`src/rtl/bus_sequencer.sv`:
```
// Four-phase bus master for a small register file: fetch, load operand, add immediate, store.
// Owns the program counter and carry flag; every bus strobe and STOREBUS is a flop output.
module bus_sequencer #(
  parameter int unsigned DATA_W = 4,
  parameter int unsigned PC_W   = 4
) (
  input  logic              CLK,
  input  logic              RST,
  input  logic              RUN,
  input  logic [DATA_W+3:0] INSTR,
  input  logic [DATA_W-1:0] LOADBUS,
  output logic [DATA_W-1:0] STOREBUS,
  output logic              nA_OUT,
  output logic              nB_OUT,
  output logic              nIN_OUT,
  output logic              nA_ST,
  output logic              nB_ST,
  output logic              nOUT_ST,
  output logic [PC_W-1:0]   PC,
  output logic              CF,
  output logic [1:0]        PHASE
);

  localparam int unsigned OP_W  = 4;
  localparam int unsigned SUM_W = DATA_W + 1;

  typedef enum logic [1:0] {FETCH = 2'd0, LOAD = 2'd1, EXEC = 2'd2, STORE = 2'd3} state_t;
  typedef enum logic [1:0] {SRC_NONE, SRC_A, SRC_B, SRC_IN} src_t;
  typedef enum logic [1:0] {DST_NONE, DST_A, DST_B, DST_OUT} dst_t;

  state_t              r_state;
  logic [DATA_W+3:0]   r_ir;
  logic [DATA_W-1:0]   r_operand;
  logic [DATA_W-1:0]   r_storebus;
  logic                r_cnext;
  logic                r_cf;
  logic [PC_W-1:0]     r_pc;
  logic                r_na_out, r_nb_out, r_nin_out;
  logic                r_na_st, r_nb_st, r_nout_st;

  logic [OP_W-1:0]     w_fetch_op;
  logic [OP_W-1:0]     w_ir_op;
  logic [SUM_W-1:0]    w_sum;
  logic                w_jump;

  function automatic src_t f_src(input logic [OP_W-1:0] op);
    case (op)
      4'h0, 4'h4:        f_src = SRC_A;
      4'h1, 4'h5, 4'h9:  f_src = SRC_B;
      4'h2, 4'h6:        f_src = SRC_IN;
      default:           f_src = SRC_NONE;
    endcase
  endfunction

  function automatic dst_t f_dst(input logic [OP_W-1:0] op);
    case (op)
      4'h0, 4'h1, 4'h2, 4'h3: f_dst = DST_A;
      4'h4, 4'h5, 4'h6, 4'h7: f_dst = DST_B;
      4'h9, 4'hB:             f_dst = DST_OUT;
      default:                f_dst = DST_NONE;
    endcase
  endfunction

  assign w_fetch_op = INSTR[DATA_W+3:DATA_W];
  assign w_ir_op    = r_ir[DATA_W+3:DATA_W];
  assign w_sum      = SUM_W'(r_operand) + SUM_W'(r_ir[DATA_W-1:0]);
  // JNC looks at the carry left by the previous instruction, before this one rewrites it
  assign w_jump     = (w_ir_op == 4'hF) || ((w_ir_op == 4'hE) && !r_cf);

  always_ff @(posedge CLK or negedge RST) begin
    if (!RST) begin
      r_state    <= FETCH;
      r_ir       <= '0;
      r_operand  <= '0;
      r_storebus <= '0;
      r_cnext    <= 1'b0;
      r_cf       <= 1'b0;
      r_pc       <= '0;
      r_na_out   <= 1'b1;
      r_nb_out   <= 1'b1;
      r_nin_out  <= 1'b1;
      r_na_st    <= 1'b1;
      r_nb_st    <= 1'b1;
      r_nout_st  <= 1'b1;
    end else begin
      case (r_state)
        FETCH: begin
          if (RUN) begin
            r_ir      <= INSTR;
            r_state   <= LOAD;
            r_na_out  <= (f_src(w_fetch_op) != SRC_A);
            r_nb_out  <= (f_src(w_fetch_op) != SRC_B);
            r_nin_out <= (f_src(w_fetch_op) != SRC_IN);
          end
        end
        LOAD: begin
          r_operand <= (f_src(w_ir_op) == SRC_NONE) ? '0 : LOADBUS;
          r_na_out  <= 1'b1;
          r_nb_out  <= 1'b1;
          r_nin_out <= 1'b1;
          r_state   <= EXEC;
        end
        EXEC: begin
          r_storebus <= w_sum[DATA_W-1:0];
          r_cnext    <= w_sum[DATA_W];
          r_na_st    <= (f_dst(w_ir_op) != DST_A);
          r_nb_st    <= (f_dst(w_ir_op) != DST_B);
          r_nout_st  <= (f_dst(w_ir_op) != DST_OUT);
          r_state    <= STORE;
        end
        STORE: begin
          r_na_st   <= 1'b1;
          r_nb_st   <= 1'b1;
          r_nout_st <= 1'b1;
          r_cf      <= r_cnext;
          r_pc      <= w_jump ? PC_W'(r_storebus) : r_pc + PC_W'(1);
          r_state   <= FETCH;
        end
        default: r_state <= FETCH;
      endcase
    end
  end

  assign STOREBUS = r_storebus;
  assign nA_OUT   = r_na_out;
  assign nB_OUT   = r_nb_out;
  assign nIN_OUT  = r_nin_out;
  assign nA_ST    = r_na_st;
  assign nB_ST    = r_nb_st;
  assign nOUT_ST  = r_nout_st;
  assign PC       = r_pc;
  assign CF       = r_cf;
  assign PHASE    = r_state;

endmodule

```
`config.mk`:
```
export PLATFORM = sky130hd
export DESIGN_NAME = bus_sequencer
export DESIGN_NICKNAME = d
export VERILOG_FILES = /design/src/rtl/bus_sequencer.sv
export SDC_FILE = /design/constraint.sdc
export NUM_CORES = 1
export LEC_CHECK = 0
export ABC_AREA = 1
export ABC_CLOCK_PERIOD_IN_PS = 2100
export BUFFER_PORTS_ARGS = -buffer_cell sky130_fd_sc_hd__buf_2
export CORE_UTILIZATION = 25
export DETAILED_ROUTE_END_ITERATION = 10
export MAX_ROUTING_LAYER = met4
export PLACE_DENSITY = 0.48
export SLEW_MARGIN = 20
export SYNTH_ARGS = -nofsm -noshare
export SYNTH_HDL_FRONTEND = slang
export SYNTH_SLANG_ARGS = --single-unit
```
`constraint.sdc`:
```
create_clock -name CLK -period 2.1 [get_ports CLK]
set_clock_uncertainty 0.1 [all_clocks]
set_input_delay 0.105 -clock CLK [delete_from_list [all_inputs] [get_ports CLK]]
set_output_delay 0.105 -clock CLK [all_outputs]
set_load 0.01 [all_outputs]
```
Word-level counts from Yosys, hierarchy flattened
Memory sizes are Yosys's and may differ from the RTL's. Cells that the tools add are included.

Register bits: 30. Memory bits (read-only): 96. Input bits: 15. Output and inout bits: 17. Logic and storage cells: 80. Memories kept: 3.

Memory list: (no name shown) (words 16, width 2, rd ports 1, clocked after memory_dff 0, write ports 0, RTL line 56) `case (op)`; (no name shown) (words 16, width 2, rd ports 1, clocked after memory_dff 0, write ports 0, RTL line 56); (no name shown) (words 16, width 2, rd ports 1, clocked after memory_dff 0, write ports 0, RTL line 56).

Add/sub/neg operators: 2. Equal/unequal tests: 24. Mux-type cells: 21. Reductions and logical operators: 17.

Operator list (count): $eq A4 B3 Y1 const B (6); $eq A4 B4 Y1 const B (4); $mux W2 (7); $pmux W1 S2 (6); $pmux W2 S3 (2); $ne A2 B2 Y1 const B (5); $eq A4 B1 Y1 const B (2); $eq A4 B2 Y1 const B (2); $logic_not A4 Y1 (2); $mux W4 (2); $pmux W2 S4 (1); $reduce_or A2 Y1 (4); $reduce_or A3 Y1 (2); $add A4 B4 Y5 (1); $add A4 B1 Y4 const B (1); $eq A2 B2 Y1 const B (2); $logic_not A2 Y1 (2); $ne A2 B1 Y1 const B (2); $reduce_and A2 Y1 (2); $reduce_bool A2 Y1 (2); $mux W1 (3); $eq A2 B1 Y1 const B (1); $logic_and A1 B1 Y1 (1); $logic_not A1 Y1 (1); $logic_or A1 B1 Y1 (1).

Longest topological paths before layout
Depth in word-level cells: 8. Depth in mapped cells: 7. Depth with buffers taken out: 7.

Worst setup path before layout
No wires, ideal clock.

Path type: reg-to-reg. From: reg r_state[0], in the netlist PHASE[0]. To: reg r_ir[2]. Setup time: 0.128 ns. Arrival: 1.332 ns. Required time: 1.872 ns. Setup slack: 0.540 ns. Stages on the path, launching flop included: 6. Path buffers: 1. Clock period less this slack: 1.560 ns. Cells stage by stage: dfrtp_1 inv_1 ha_1 nand2_2 buf_2 mux2_1.

Longest elaborated chain between the ends: 2.

Ends and longest elaborated chain: start: declaration (RTL line 31) `state_t r_state;`; start signal: assignment (RTL line 72) `r_state <= FETCH;`; start signal: assignment (RTL line 90) `r_state <= LOAD;`; start signal: assignment (RTL line 101) `r_state <= EXEC;`; $logic_not A2 Y1 (RTL line 86) `case (r_state)`; $reduce_and A2 Y1 (no source line); end signal: assignment (RTL line 73) `r_ir <= '0;`; end signal: assignment (RTL line 89) `r_ir <= INSTR;`; end: declaration (RTL line 32) `logic [DATA_W+3:0] r_ir;`.

No other way between the ends. A chain may end at the register's enable or synchronous reset.

Final worst setup path
From: reg r_state[0], in the netlist PHASE[0]. To: reg r_ir[0].

Same word-level chain as after synthesis.

==> impl_metrics.json <==
{
  "rsz0062_at_grt": "no",
  "vias": 1242,
  "power_frac_clock": 0.188,
  "ys.flop_type": "dfrtp_1",
  "finalSetupViolCount": 0,
  "layout-area-overhead-vs-synth_pct": 29.4,
  "yosysWarningCount": 0,
  "pin_count": 32,
  "ys_seq_area_frac": 0.506,
  "diodes": 0,
  "dpl.cell_count": 274,
  "grt_pass1_vias": 1205,
  "hold_viol": 0,
  "routedWlPerCell_microns": 11.3,
  "yosys-top-cells-count": "nand2_1 (48), dfrtp_1 (24), inv_1 (24), o21ai_0 (21), nand3_1 (13)",
  "grt_pass1_wl_mm": 5.69,
  "synth-async-reset-ratio": 1.00,
  "drv_cap": 0,
  "tns_ps": 0,
  "status": "complete, no violations",
  "grtUsageMet3": 0.0343,
  "via_per_inst": 4.27,
  "route.detailed.drc": 0,
  "fin_ws_ps": 519,
  "num_rows": 27,
  "cp.required_ps": 2160,
  "worstSkewPairLatency_ps": 280,
  "grtUsageTotal": 0.124,
  "initial_core_util": 0.266,
  "grt_max_degree": 31,
  "worstMarginPinSlew_ps": 705,
  "cts_buffers": 5,
  "fin_crit_ps": 1580,
  "cts_tree": "built",
  "powerDensity_nw_per_um2": 1510,
  "grt_busiest_layer": "met2",
  "crit_type": "reg2reg",
  "syn-num-nets": 198,
  "synthTopCellsByArea": "dfrtp_1 (40%), nand2_1 (12%), dfstp_2 (11%)",
  "p_int_mw": 1.75,
  "antenna_found_initial": 0,
  "drt_iter0_drc": 38,
  "post-cts-setup-buffer-count": 0,
  "cts-htree-levels": 2,
  "comb_power_share": 0.432,
  "fmax_mhz": 633,
  "met2_usage": 0.168,
  "grt-ovfl-total": 0,
  "final_util": 0.344,
  "coreArea_sq_um": 5640,
  "drtPass1Iterations": 4,
  "hpwl_mm": 2.45,
  "place_ws_ps": 509,
  "fp.dieW_microns": 79.4,
  "crit_buf_inv": 1,
  "synth_edf_count": 0,
  "grt.met1_usage": 0.167,
  "synthCells": 173,
  "ir_worst_vdd_v": 0.000543,
  "antenna_left": 0,
  "cts-root-buf": "clkbuf_8",
  "cts_sinks": 30,
  "p_seq_frac": 0.381,
  "p_leak_nw": 0.995,
  "worstPathArrival_ps": 1650,
  "critPathTopFamily": "flip-flops",
  "wl_mm": 3.29,
  "slowest_stage": "dfrtp_1",
  "ys_types": 23,
  "finalNonFillerCells": 291,
  "yosysMostFrequentCell": "nand2_1",
  "io_buffer_count": 31,
  "max-slew-margin-rel": 0.530,
  "syn_area_sq_um": 1500,
  "cp-end-kind": "flip-flop",
  "cpPeakStageDelay_ps": 410,
  "drive_above_1_share": 0.233,
  "crit_fanout": 13,
  "clk_path_buf_depth": 2,
  "die_area_sq_um": 6310,
  "ys_seq_elements": 30,
  "nets": 243,
  "finalPower_mw": 2.92,
  "syn_avg_cell_area_sq_um": 8.66,
  "die_h_microns": 79.4,
  "timing.final.crit_share": 0.753,
  "n_fill_cell": 599,
  "hold_class": "in2reg",
  "startpoint_type": "flip-flop",
  "maxSlewViolCount": 0,
  "critical_path.cell_chain": "inv_1 > ha_1 > nand2_2 > mux2_2",
  "power.switching_mw": 1.17,
  "switching_share": 0.401,
  "post-synth-top-area-cell": "dfrtp_1",
  "gp_congestion": 0.722,
  "netlist.area_leader.share": 0.401,
  "path_clk_slew_ps": 60
}
-- per-layer routing --
metal / wire length [microns] / share of wire / vias up
met1: 1750 / 0.53 / 567
met5: 0 / 0 / -
met4: 69 / 0.021 / 0
met3: 139 / 0.042 / 8
li1: - / - / 641
met2: 1340 / 0.41 / 26
-- timing repair --
item | CTS | global route
resized for setup | 0 | 0
hold endpoints to repair | 32 | 0
hold buffers | 9 | 0
-- kinds of logic (layout without fill, tap and decap cells) --
kind of cell | count (synthesis) | count (layout) | share of synthesized area
muxes | 4 | 4 | 0.0300
xor gates and xnor gates | 1 | 1 | 0.00584
adders and majority gates | 10 | 10 | 0.0885
DFF | 30 | 30 | 0.506
and+or+nand+nor | 72 | 72 | 0.200
buffers and inverters | 27 | 73 | 0.0684
AOI/OAI and AO/OA | 29 | 29 | 0.102
-- state kept, by name (all words and copies together) (netlist names) --
signal     flops
nB_OUT         1
nA_ST          1
nIN_OUT        1
PC             4
nA_OUT         1
r_ir           8
nB_ST          1
PHASE          2
CF             1
r_cnext        1
r_operand      4
STOREBUS       4
nOUT_ST        1
-- power by group through the flow --
stage / Clock [mW] / Combinational, mW / Sequential [mW]
2_1_floorplan: 0 / 0.816 / 1.16
3_3_place_gp: 0 / 1.26 / 1.12
6_report: 0.549 / 1.26 / 1.11
4_1_cts: 0.568 / 1.29 / 1.12
3_5_place_dp: 0 / 1.27 / 1.13
5_1_grt: 0.597 / 1.49 / 1.16
-- area by class of cell --
type | count | area, sq um | share of cell area
multi-input cells | 116 | 638 | 0.329
clock buffers | 8 | 110 | 0.0568
flip-flops and latches | 30 | 758 | 0.391
inverters | 24 | 90.1 | 0.0465
well taps | 72 | 90.1 | 0.0465
repair buffers | 41 | 253 | 0.130
-- final timing paths --
kind	cells past startpoint	to	startpoint	slack, ps
worst max-delay path	4	r_ir[0]	PHASE[0]	520
worst min-delay path	3	r_ir[6]	INSTR[6]	40
worst max register to register	4	r_ir[0]	PHASE[0]	520
worst min register to register	2	nA_OUT	nA_OUT	380
max in group asynchronous	2	r_ir[3]	RST	1140
min in group asynchronous	2	PC[2]	RST	300
-- per-stage QoR --
stage / hold slack (ps) / cell area [sq um]
floorplan: -291 / 1500
global placement: 94.1 / 1740
detailed placement: 95.0 / 1740
CTS: 30.7 / 1940
global route: 48.7 / 1940
finish: 43.5 / 1940
-- cell usage in the layout (no fill, tap or decap), types with 2 or more instances in the layout --
master,count
mux2_1,2
buf_2,31
dlygate4sd3_1,9
nor2_1,6
dfrtp_1,24
dfstp_2,6
inv_1,24
clkbuf_8,8
nand2_1,48
mux2_2,2
ha_1,9
nand3_1,13
o21ai_0,21
a21oi_1,5
-- worst reg2reg max path, cell delays in order (launching register included) --
cell and delay, ps:
dfrtp_1 410, inv_1 100, ha_1 260, nand2_2 240, mux2_2 370
(Power assumes the default switching activity.)
